## src/rtl/alu_pkg.sv

```systemverilog
// Shared types and opcode constants for the ALU core and its adder.
package alu_pkg;

  typedef logic [31:0] u32;
  typedef logic [2:0]  u3;
  typedef logic        u1;

  // Full opcodes. Bit 2 inverts B; bits 1:0 pick the AND, OR, adder or SLT path.
  localparam u3 ALU_AND  = 3'b000;
  localparam u3 ALU_OR   = 3'b001;
  localparam u3 ALU_ADD  = 3'b010;
  localparam u3 ALU_RSVD = 3'b011;
  localparam u3 ALU_RAND = 3'b100;
  localparam u3 ALU_ROR  = 3'b101;
  localparam u3 ALU_SUB  = 3'b110;
  localparam u3 ALU_SLT  = 3'b111;

  // Path selects taken from opcode bits 1:0.
  localparam logic [1:0] SEL_AND = 2'b00;
  localparam logic [1:0] SEL_OR  = 2'b01;
  localparam logic [1:0] SEL_ADD = 2'b10;
  localparam logic [1:0] SEL_SLT = 2'b11;

endpackage

```

## src/rtl/alu_adder.sv

```systemverilog
// WIDTH-bit adder shared by ADD, SUB and SLT; reports carry-out and signed overflow.
module alu_adder
  import alu_pkg::*;
#(
  parameter int unsigned WIDTH = 32
) (
  input  logic [WIDTH-1:0] a,
  input  logic [WIDTH-1:0] b_inv,
  input  u1                cin,
  output logic [WIDTH-1:0] sum,
  output u1                cout,
  output u1                overflow
);

  // One extra bit catches the carry-out of the WIDTH-bit addition.
  always_comb begin
    {cout, sum} = {1'b0, a} + {1'b0, b_inv} + (WIDTH+1)'(cin);
  end

  // Signed overflow: both addends share a sign that the sum does not.
  always_comb begin
    overflow = (a[WIDTH-1] == b_inv[WIDTH-1]) && (sum[WIDTH-1] != a[WIDTH-1]);
  end

endmodule

```

## src/rtl/alu_core.sv

```systemverilog
// Single-cycle ALU with a registered result and zero flag; synchronous active-low reset.
module alu_core
  import alu_pkg::*;
#(
  parameter int unsigned WIDTH = 32
) (
  input  logic             clk,
  input  logic             resetn,
  input  logic [WIDTH-1:0] A,
  input  logic [WIDTH-1:0] B,
  input  u3                ALUcont,
  output logic [WIDTH-1:0] result,
  output logic             zero
);

  logic [WIDTH-1:0] b_inv_c;
  logic [WIDTH-1:0] sum_c;
  u1                adder_cout_unused;
  u1                ovf_c;
  u1                slt_less_c;
  logic [WIDTH-1:0] result_d;
  logic [WIDTH-1:0] result_q;
  u1                zero_d;
  u1                zero_q;

  // Opcode bit 2 inverts B; together with cin=1 this turns the adder into A-B.
  always_comb begin
    b_inv_c = ALUcont[2] ? ~B : B;
  end

  alu_adder #(
    .WIDTH (WIDTH)
  ) u_adder (
    .a        (A),
    .b_inv    (b_inv_c),
    .cin      (ALUcont[2]),
    .sum      (sum_c),
    .cout     (adder_cout_unused),
    .overflow (ovf_c)
  );

  // Signed less-than stays correct when A-B overflows.
  always_comb begin
    slt_less_c = sum_c[WIDTH-1] ^ ovf_c;
  end

  // Result mux; opcode 011 (adder-free SLT slot without inversion) yields zero.
  always_comb begin
    result_d = '0;
    case (ALUcont[1:0])
      SEL_AND: result_d = A & b_inv_c;
      SEL_OR:  result_d = A | b_inv_c;
      SEL_ADD: result_d = sum_c;
      SEL_SLT: result_d = ALUcont[2] ? WIDTH'(slt_less_c) : '0;
      default: result_d = '0;
    endcase
    zero_d = (result_d == '0);
  end

  // Output register; reset forces result=0 and zero=1, discarding the sampled op.
  always_ff @(posedge clk) begin
    if (!resetn) begin
      result_q <= '0;
      zero_q   <= 1'b1;
    end else begin
      result_q <= result_d;
      zero_q   <= zero_d;
    end
  end

  assign result = result_q;
  assign zero   = zero_q;

endmodule

```

## config.mk

```make
export PLATFORM = sky130hd
export DESIGN_NAME = alu_core
export DESIGN_NICKNAME = d
export VERILOG_FILES = /design/src/rtl/alu_pkg.sv /design/src/rtl/alu_adder.sv /design/src/rtl/alu_core.sv
export SDC_FILE = /design/constraint.sdc
export NUM_CORES = 1
export LEC_CHECK = 0
export CORE_UTILIZATION = 47
export CTS_CLUSTER_DIAMETER = 40
export DETAILED_ROUTE_END_ITERATION = 12
export PLACE_DENSITY = 0.75
export SYNTH_ARGS = -nofsm -noshare
export SYNTH_HDL_FRONTEND = slang
export SYNTH_SLANG_ARGS = --single-unit
```

## constraint.sdc

```tcl
create_clock -name clk -period 4 [get_ports clk]
set_input_delay 0.6 -clock clk [delete_from_list [all_inputs] [get_ports clk]]
set_output_delay 0.6 -clock clk [all_outputs]
set_load 0.005 [all_outputs]
```

==> impl_summary.md <==
Status
The run finished with clean final reports.

Yosys
The commonest cells after synthesis are 71 x sky130_fd_sc_hd__inv_1, 64 x sky130_fd_sc_hd__ha_1, 52 x sky130_fd_sc_hd__nor2_1. Counting distinct cell types in the post-synthesis netlist gives 64. The number of nets handed over by synthesis was between 700 and 800. The number of instances in the synthesized netlist is roughly 590. The cell area that synthesis handed to floorplanning was 4384 um2. The library cell with the largest summed area after synthesis is sky130_fd_sc_hd__ha_1. The sequential cell area fraction in the yosys report is 15.07%. The dominant cell by count in the synthesized netlist is sky130_fd_sc_hd__inv_1. Yosys printed 0 warnings. Summed over its instances, the top area cell type makes up between 10% and 20% of the synthesized netlist area. The proportion of synthesized flip-flops having asynchronous set or reset is 0%. In the synthesized netlist the dominant register cell turns out to be sky130_fd_sc_hd__dfxtp_1.

Ranked by total cell area, the synthesized netlist is headed by sky130_fd_sc_hd__ha_1 18%, sky130_fd_sc_hd__dfxtp_1 15%, sky130_fd_sc_hd__xor2_1 9.4%, sky130_fd_sc_hd__inv_1 6.1%, sky130_fd_sc_hd__a21oi_1 5.0%. The number of enable-type register cells in the synthesized netlist is 0. Counting flops and latches in the post-synthesis netlist gives 33. Dividing the synthesized area by the synthesized cell count gives 7.381 um2.

Global route
Summed over all layers, the global routing overflow is 0. The initial antenna violation count is 0. The largest net degree at the start of global routing is 20. The first global-routing pass estimated 23.00 mm of wire. Global routing used 29.70% of the available tracks across all layers. The number of global-route vias before repair came to 4643.

Place
The number of cells in the design after placement is 853. The wire-length estimate of the detail-placed layout is approximately 12 mm. The number of buffers inserted by port buffering is 101. The routability-driven placement congestion ratio is 0.9282.

At the placement stage, the worst setup path has a slack of -0.3847 ns.

Critical path
The signal on the critical path passes through clkdlybuf4s50_1 > xor2_1 > inv_1 > ha_1 > buf_4 > nand2_1 > o221ai_2 > a221o_1 > a211o_4 > a211oi_4 > buf_4 > xor2_1 > o21ai_0 > a211oi_2 > nand4b_1 > o21ai_1. STA classifies the critical path startpoint as a primary input. Data on the critical path is required at its endpoint by 4.21 ns. Along the worst path, the maximum fanout reaches 5.

The arrival time of the worst setup path is 4.09 ns. The highest-delay cell along the critical path is sky130_fd_sc_hd__clkdlybuf4s50_1. STA classifies the critical path endpoint as a register. The critical path class is primary input to register. In this design, the stage delay of the slowest critical-path cell is 0.47 ns.

CTS
The master cell of the clock root buffer is sky130_fd_sc_hd__clkbuf_8. The clock tree from TritonCTS is done. Clock tree synthesis inserted a total of 5 buffers. CTS saw 33 sinks. The number of buffers inserted for hold repair after clock tree synthesis is 0. The number of levels in the clock H-tree is 2. The clock-pin slew on the worst setup and hold paths is about 0.07 ns. The longest clock path from root to sink contains 2 buffers.

Pwr
In this run, flip-flops and latches consume 22.1% of the power. The clock share of power is 14.6%. The power density over the cells is 269.2 nW/um2. Summed over all nets, the switching power comes to 0.6560 mW.

The total power of the final layout is 1.671 mW. In this run switching power makes up about two fifths of total power. The analysis attributes to cell leakage a power of 2.947 nW.

The share of power burned in combinational logic is 63.3%. IR analysis of the VDD net gives a maximum drop of ~120 uV. The cell-internal power is a little over 1 mW.

Cells and area
In the final design database the tool counted 890 nets. Relative to the synthesized area, the layout overhead comes to 41.58%. 0 antenna diodes ended up in the layout.

Leaving out filler cells and counting taps, the final layout contains between 800 and 900. The post-route netlist has 15.08% of its cells at a drive strength greater than 1. The utilization after layout is a little over two thirds.

Timing
The smallest setup slack after layout is 0.1199 ns. The count of pins over their slew limit is 0. The highest attainable clock frequency is between 200 and 300 MHz. The worst hold slack after final layout is 1.131 ns. The part of the cycle the worst path needs is between 90% and 100%. The slew of the pin with the lowest slew margin is 0.6311 ns. Setup violations remaining at the end of the flow were counted as 0. In this run the tightest slew margin relative to its limit is 57.79%. The number of failing hold endpoints at the final stage is 0. The final critical path time including I/O delays and setup is 3.880 ns.

Job
Max-cap violations in this run came to 0.

Route
The detail route stage leaves a number of antenna-violating nets equal to 0. The mean number of vias per cell is 5.596. The post-detailed-routing wire length is 14.15 mm. The detailed-routing iteration count for the pre-antenna-repair pass is 5. For this run, design rule violations remaining after detail routing come to 0. The number of vias after detailed routing is between 4000 and 5000. The violation count after the first detailed-routing iteration is around 220.

The per-cell routed wire length is 16.38 um.

Die
The area inside the core boundary is approximately 9000 um2. The floorplan step set the die width to around 99 um. Row generation in the floorplan step produced 34 rows. The initial core utilization is 49.31%. The number of I/O pins is slightly above 100. The die footprint is about 10000 um2. Measured along the y axis, the die boundary spans 98.58 um.

Min path
The min-delay analysis places its worst path in the category primary input to register.
==> critical path: cells and delay by family <==
family | cells | cell delay, ns
buf+inv | 4 | 0.85
fa+ha+maj | 1 | 0.31
simple gates | 2 | 0.26
xor+xnor | 2 | 0.31
compound gates | 7 | 1.76
==> flip-flops by register name (all words and copies together), names as in the netlist <==
signal	flops
result	32
zero	1
==> final cells by class <==
cell class | count | area, um2
Multi-Input combinational cell | 458 | 3398
Fill cell | 755 | 2684
Timing Repair Buffer | 186 | 1657
Sequential cell | 33 | 660.6
Inverter | 72 | 270.3
Tap cell | 108 | 135.1
Clock buffer | 7 | 86.33
==> placed cells by master, fill, tap and decap left out, drive strengths merged, types with 33 or more instances in the layout <==
cell           instances
clkdlybuf4s50        100
buf                   86
inv                   71
ha                    64
nor2                  52
xor2                  47
a21oi                 44
nand2                 41
dfxtp                 33
o21ai                 33
==> layer usage <==
layer  up-vias  GRT usage, %  part of all wire (%)
met2       199         50.54                    46
met5         -             0                     0
met1      2243         40.08                    46
met4         0         7.922                   1.9
li1       2370             -                     -
met3        23         2.979                   6.0
==> stage by stage <==
step | cell area, um2 | setup TNS (ns)
floorplan | 4384 | 0
global placement | 6027 | -0.6199
detailed placement | 6027 | -0.6094
CTS | 6128 | 0
global route | 6207 | -0.004358
finish | 6207 | 0
==> worst paths after layout <==
| check | startpoint | endpoint | slack (ns) | cells after the start |
|---|---|---|---|---|
| max | B[4] | zero | 0.12 | 16 |
| min | ALUcont[2] | result[2] | 1.13 | 6 |
==> power by group through the flow <==
stage	clock (mW)	sequential, mW	combinational (mW)
6_report	0.244	0.370	1.06
5_1_grt	0.260	0.372	1.15
4_1_cts	0.246	0.370	1.01
3_5_place_dp	0	0.377	1.00
3_3_place_gp	0	0.377	0.992
2_1_floorplan	0	0.380	0.563
==> cell families (layout without fill, tap and decap cells) <==
logic type	count (synthesis)	after routing	synth area share (%)
fa+ha+maj	65	65	18.72
flops	33	33	15.07
simple gates	165	165	18.38
xor+xnor	56	56	11.19
buf+inv	103	265	8.876
compound gates	161	161	24.94
mux	11	11	2.825
==> repair_timing <==
action / in CTS / in global routing
pin swaps: 0 / 5
endpoints found under the setup margin: 1 / 1
buffers inserted: 0 / 4
gates resized for setup: 3 / 11
(Power assumes the default switching activity.)
